==> config.mk <==
export PLATFORM = sky130hd
export DESIGN_NAME = elbeth_demux_1_to_2
export DESIGN_NICKNAME = d
export VERILOG_FILES = /design/src/rtl/elbeth_demux_1_to_2.sv
export SDC_FILE = /design/constraint.sdc
export NUM_CORES = 1
export LEC_CHECK = 0
export ABC_CLOCK_PERIOD_IN_PS = 5400
export CAP_MARGIN = 20
export CORE_ASPECT_RATIO = 1.75
export CORE_MARGIN = 3
export CORE_UTILIZATION = 32
export CTS_BUF_LIST = sky130_fd_sc_hd__clkbuf_2 sky130_fd_sc_hd__clkbuf_4 sky130_fd_sc_hd__clkbuf_8
export DETAILED_ROUTE_END_ITERATION = 8
export SYNTH_ARGS = -nofsm -noshare
export SYNTH_HDL_FRONTEND = slang
export SYNTH_SLANG_ARGS = --single-unit
==> constraint.sdc <==
create_clock -name clk -period 5.4 [get_ports clk]
set_input_delay 1.08 -clock clk [delete_from_list [all_inputs] [get_ports clk]]
set_output_delay 1.08 -clock clk [all_outputs]
set_load 0.005 [all_outputs]
==> src/rtl/elbeth_demux_1_to_2.sv <==
// 1-to-2 word demux: one private FIFO per consumer, routed per word by bit_select, 1-cycle latency.
// Backpressure: in_ready drops only when the selected FIFO is full or flush is high, so a stalled consumer never blocks the other side.

module elbeth_demux_fifo #(
  parameter int W     = 32,
  parameter int DEPTH = 2
) (
  input  logic         clk,
  input  logic         rst_n,
  input  logic         i_flush,
  input  logic         i_push_vld,
  input  logic [W-1:0] i_push_dat,
  input  logic         i_pop_rdy,
  output logic         o_full,
  output logic         o_vld,
  output logic [W-1:0] o_dat
);
  localparam int AW = $clog2(DEPTH);
  localparam logic [AW:0] FULL_CNT = (AW + 1)'(DEPTH);

  logic [W-1:0]  r_mem [DEPTH];
  logic [AW-1:0] r_wr_ptr;
  logic [AW-1:0] r_rd_ptr;
  logic [AW:0]   r_count;
  logic          w_pop;

  assign o_vld  = (r_count != '0);
  assign o_full = (r_count == FULL_CNT);
  assign o_dat  = o_vld ? r_mem[r_rd_ptr] : '0;
  // A pop requested during flush is discarded along with everything else.
  assign w_pop  = o_vld & i_pop_rdy & ~i_flush;

  always_ff @(posedge clk or negedge rst_n) begin
    if (!rst_n) begin
      r_wr_ptr <= '0;
      r_rd_ptr <= '0;
      r_count  <= '0;
    end else if (i_flush) begin
      r_wr_ptr <= '0;
      r_rd_ptr <= '0;
      r_count  <= '0;
    end else begin
      if (i_push_vld) r_wr_ptr <= r_wr_ptr + 1'b1;
      if (w_pop)      r_rd_ptr <= r_rd_ptr + 1'b1;
      case ({i_push_vld, w_pop})
        2'b10:   r_count <= r_count + 1'b1;
        2'b01:   r_count <= r_count - 1'b1;
        default: r_count <= r_count;
      endcase
    end
  end

  // Storage is left unreset; o_dat is masked while empty.
  always_ff @(posedge clk) begin
    if (i_push_vld) r_mem[r_wr_ptr] <= i_push_dat;
  end
endmodule

module elbeth_demux_1_to_2 #(
  parameter int DATA_WIDTH = 32,
  parameter int FIFO_DEPTH = 2
) (
  input  logic                  clk,
  input  logic                  rst_n,
  input  logic [DATA_WIDTH-1:0] demux_in,
  input  logic                  in_valid,
  input  logic                  bit_select,
  output logic                  in_ready,
  input  logic                  flush,
  output logic [DATA_WIDTH-1:0] out_1_data,
  output logic                  out_1_valid,
  input  logic                  out_1_ready,
  output logic [DATA_WIDTH-1:0] out_2_data,
  output logic                  out_2_valid,
  input  logic                  out_2_ready
);
  logic w_full_1;
  logic w_full_2;
  logic w_push_1;
  logic w_push_2;

  // Fullness is sampled before any same-cycle pop: no pass-through into a full FIFO.
  assign in_ready = ~flush & (bit_select ? ~w_full_2 : ~w_full_1);
  assign w_push_1 = in_valid & in_ready & ~bit_select;
  assign w_push_2 = in_valid & in_ready &  bit_select;

  elbeth_demux_fifo #(.W(DATA_WIDTH), .DEPTH(FIFO_DEPTH)) u_fifo_1 (
    .clk        (clk),
    .rst_n      (rst_n),
    .i_flush    (flush),
    .i_push_vld (w_push_1),
    .i_push_dat (demux_in),
    .i_pop_rdy  (out_1_ready),
    .o_full     (w_full_1),
    .o_vld      (out_1_valid),
    .o_dat      (out_1_data)
  );

  elbeth_demux_fifo #(.W(DATA_WIDTH), .DEPTH(FIFO_DEPTH)) u_fifo_2 (
    .clk        (clk),
    .rst_n      (rst_n),
    .i_flush    (flush),
    .i_push_vld (w_push_2),
    .i_push_dat (demux_in),
    .i_pop_rdy  (out_2_ready),
    .o_full     (w_full_2),
    .o_vld      (out_2_valid),
    .o_dat      (out_2_data)
  );
endmodule
---- Word-level counts from Yosys, hierarchy flattened ----
Memory sizes are Yosys's and may differ from the RTL's.
Cells that the tools add are included.
storage, ports and cells
  register bits after elaboration ......... 8
  output and inout bits ................... 67
  input bits .............................. 39
  logic and storage cells ................. 61
  memories kept ........................... 2
  memory bits (writable) .................. 128
memory list
  name            words  bits a word  read ports  clocked after memory_dff  wr ports  line  RTL
  u_fifo_1.r_mem  2      32           1           0                         1         21    logic [W-1:0] r_mem [DEPTH];
  u_fifo_2.r_mem  2      32           1           0                         1         21
cells by class
  add/sub/neg operators ................... 8
  multiplexer cells ....................... 19
  bitwise gates (word level) .............. 12
  eq/ne operators ......................... 6
  reductions and logical operators ........ 8
operator list
  operator                                                                count
  32-bit 2-to-1 mux                                                       2
  1-bit 2-to-1 mux                                                        13
  2-bit nonzero test                                                      6
  1-bit AND                                                               8
  2-bit equality test (second input constant)                             4
  2-bit case mux with 2 select lines                                      2
  3-bit nonzero test                                                      2
  1-bit adder (second input constant)                                     4
  2-bit by 1-bit adder with 2-bit output (second input constant)          2
  2-bit by 1-bit equality test with 1-bit output (second input constant)  2
  2-bit 2-to-1 mux                                                        2
  1-bit inverter                                                          4
  2-bit by 1-bit subtractor with 2-bit output (second input constant)     2

---- Depth between registers and ports, before layout ----
  depth in word-level cells ............... 9
  depth in mapped cells ................... 4
  depth with buffers taken out ............ 3

---- By module ----
A second synthesis with hierarchy kept.
second synthesis, totals
  cells, all modules ...................... 323
  area, all modules ....................... 5,330.1 um^2
by module, submodules not included
  module               seq. area each (um^2)  area each (um^2)  cells each  times used
  elbeth_demux_fifo    2,021.9                2,642.5           159         2
  elbeth_demux_1_to_2  0.0                    45.0              5           1

---- Worst setup path before layout ----
No wires, ideal clock.
  path type ............................... input to register
  from .................................... input port bit_select
  to ...................................... memory u_fifo_1.r_mem[1][0] (enable)
  data arrival time ....................... 4.649 ns
  setup slack ............................. 0.238 ns
  library setup time ...................... 0.513 ns
  cell stages on the path ................. 2
  path buffers ............................ 1
  required time ........................... 4.887 ns
  cells stage by stage .................... buf_4 nor4b_1
between the ends
  cells in the longest elaborated chain, start to end .. 6
  elaborated cells on any way between the ends .. 7
  those cells by class .................... mux: 3; bitwise: 4
RTL lines
  what                                        line  RTL
  start: declaration                          67    input logic bit_select,
  1-bit 2-to-1 mux                            83    assign in_ready = ~flush & (bit_select ? ~w_full_2 : ~w_full_1);
  1-bit AND                                   83
  1-bit AND                                   84    assign w_push_1 = in_valid & in_ready & ~bit_select;
  1-bit AND (*)                               84
  1-bit 2-to-1 mux (*)                        55    if (i_push_vld) r_mem[r_wr_ptr] <= i_push_dat;
  1-bit 2-to-1 mux (not written as such) (*)  55
  end: declaration                            21
Mark *: on every way between the ends. The rest lies on a longest branch, timed or not.

---- Final worst setup path ----
  from .................................... input port bit_select
  to ...................................... output port in_ready
between the ends
  cells in the longest elaborated chain, start to end .. 2
RTL lines
  what              line  RTL
  1-bit 2-to-1 mux  83
  1-bit AND         83
  end: declaration  68    output logic in_ready,
Every way passes these cells.

==> results.md <==
* GP Congestion at 0.7473
* Synth top cells by count: 128 x edfxtp_1, 70 x nor2_1, 64 x mux2i_1, 8 x buf_2, 8 x dfrtp_1
* CP Data Arrival Time at 2.63 ns
* Number of nets with antenna violations after routing at 0
* Final core occ at 43.64%
* Initial antenna violation count at 0
* Pin count of the biggest net entering global routing at 35
* Setup TNS at 0 ns
* Die Y at 176.4 um
* Pre-CTS setup slack at 1.701 ns
* Critical Path RT at 4.32 ns
* Max Cap Viol at 0
* Hold Path Sink: u_fifo_1.r_wr_ptr$_DFFE_PN0P_
* Sequential fraction of the synthesis area at 76.19%
* Power per Cell Area at 323.1 nW/um2
* Total wire length at 11190 um
* Post-synthesis net count at 368
* # IOs at 106
* Post-synth EDFFs at 128
* Library cells used by synthesis at 29
* Synth Register Bits at 136
* Die ar. at 18230 um2
* CTS tree: yes
* Hold Path Class: reg -> reg
* Worst-Margin Slew at 1.053 ns
* HP Start: u_fifo_1.r_wr_ptr$_DFFE_PN0P_
* Critical path fanouts, max at 12
* Post_cts resized at 0
* Leakage at 2.238 nW
* First-pass GRT wire length at 17570 um
* Htree depth at 4
* Filler cells at 1471
* Routed vias/inst at 4.421
* Synth area leader: edfxtp_1
* Post-synth ARST share at 5.882%
* Post-DP HPWL at 7426 um
* CTS hold repair buffers at 0
* Num Clock Sinks at 136
* Layout cell share with drive strength beyond 1 at 9.292%
* TritonCTS buffer count at 17
* Area growth syn-to-layout at 32.41%
* DRC at 0
* CP Capture Type: output port
* Max VDD drop at 0.0001758 V
* Global route overflow at 0
* Worst R2R End: u_fifo_2.r_mem[0][0]$_DFFE_PP_
* Total power at 2.270 mW
* Synth area leaders: edfxtp_1 72%, mux2i_1 12%, nor2_1 5.0%
* R2R Path Start: u_fifo_2.r_count[1]$_DFFE_PN0P_
* Post-layout min period at 3.709 ns
* Vias at 2971
* Reg clk slew, reported paths at 0.07 ns
* # nets final at 478
* Final Worst Setup Slack at 1.691 ns
* Row count at 61
* GRT Overall Usage at 12.98%
* Placed Cells at 640
* Final setup fails at 0
* WHS Path Cells at 2
* Most frequent cell after synthesis: edfxtp_1
* Crit share post-route at 68.69%
* FF-to-FF path depth at 3
* Worst-case clock buffer depth at 2
* Syn avg cell area at 16.13 um2
* Fmax at 0.2696 GHz
* Reg2reg setup slack at 3.07 ns
* Skew-Pair Late Insertion Delay at 0.42 ns
* Predominant post-synthesis flop cell: edfxtp_1
* CTS Root Cell: clkbuf_8
* Mapped Cells at 329
* RSZ-0062 raised after global routing: no
* Finished Layout Cells at 672
* Diodes inserted at 0
* Wire length per cell at 16.66 um
* Die width at 103.4 um
* Yosys warning total at 0
* Initial core utilization at 32.96%
* DR pass1 iterations at 4
* Clock skew at 0.01057 ns
* Crit Path Category: in -> out
* Port bufs at 105
* Post-Syn Area at 5308 um2
* Final hold vios at 0
* Synth top area share at 72.42%
* Rel. slew slack at 29.83%
* CP startpoint kind: primary input
* Worst hold slack at 0.6003 ns
* Status: completed
* Design area at 7028 um2
* Post CTS Setup Buffer Count at 0
* Area after DPL at 6598 um2
* Max Slew Vio Count at 0
* 1st-iter DRT viols at 134
* Core ar. at 16100 um2
* Vias in the first global route at 3269
[sequential cells by signal, indices dropped and copies added (netlist names)]
register and count:
u_fifo_2.r_rd_ptr 1, u_fifo_1.r_count 2, u_fifo_2.r_wr_ptr 1, u_fifo_2.r_mem 64, u_fifo_1.r_mem 64, u_fifo_1.r_rd_ptr 1, u_fifo_2.r_count 2, u_fifo_1.r_wr_ptr 1
[cells in the final DEF, fill, tap and decap left out, types with 3 or more instances in the layout]
cell,instances
nor2_1,66
nor2_4,4
a21oi_1,3
clkbuf_8,17
edfxtp_1,128
clkinv_4,3
dfrtp_1,6
a31oi_1,3
bufinv_16,3
o21ai_0,6
mux2i_1,64
inv_1,5
nor2b_1,3
inv_6,4
clkdlybuf4s50_1,105
[layer usage]
metal | track usage (%) | routed length [um] | up-vias
met1 | 14.27 | 4153 | 1457
met2 | 23.54 | 6497 | 65
met5 | 0 | 0 | -
li1 | - | - | 1444
met4 | 4.592 | 121 | 0
met3 | 3.203 | 420 | 5
[report_power, final]
group,total [mW],internal (mW),switching [mW]
Combinational,0.188,0.105,0.0834
Clock,0.880,0.476,0.403
Sequential,1.20,1.18,0.0251
Total,2.27,1.76,0.512
[logic make-up (layout without fill, tap and decap cells)]
| kind of cell | count (synthesis) | in the layout | share of synthesized area [%] |
|---|---|---|---|
| multiplexers | 64 | 64 | 12.07 |
| AND/OR/NAND/NOR | 89 | 89 | 7.261 |
| AO/OA/AOI/OAI | 17 | 17 | 1.980 |
| flip-flops | 136 | 136 | 76.19 |
| buffers and inverters | 21 | 144 | 2.169 |
| XOR/XNOR | 2 | 2 | 0.3301 |
[worst max-delay path, stage by stage]
cell and delay, ns:
clkdlybuf4s50_1 0.72, nor3_1 0.08, a211oi_1 0.21, clkdlybuf4s50_1 0.53
[cell type report]
class / count / area (um2) / share of cell area (%)
Sequential cell: 136 / 4046 / 57.58
Clock buffer: 18 / 241.5 / 3.436
Timing Repair Buffer: 107 / 1066 / 15.17
Tap cell: 220 / 275.3 / 3.917
Multi-Input combinational cell: 172 / 1191 / 16.95
Inverter: 5 / 18.77 / 0.2670
Clock inverter: 14 / 188.9 / 2.688
[how the worst max path moves through the flow]
stage	start	endpoint	slack, ns
4_1_cts	bit_select	in_ready	1.69
5_1_grt	bit_select	in_ready	1.59
6_report	bit_select	in_ready	1.69
3_3_place_gp	bit_select	in_ready	1.71
3_5_place_dp	flush	u_fifo_2.r_mem[0][29]$_DFFE_PP_	1.70
2_1_floorplan	bit_select	u_fifo_1.r_mem[1][0]$_DFFE_PP_	0.24
No activity file was read; power rests on OpenSTA's default activity.
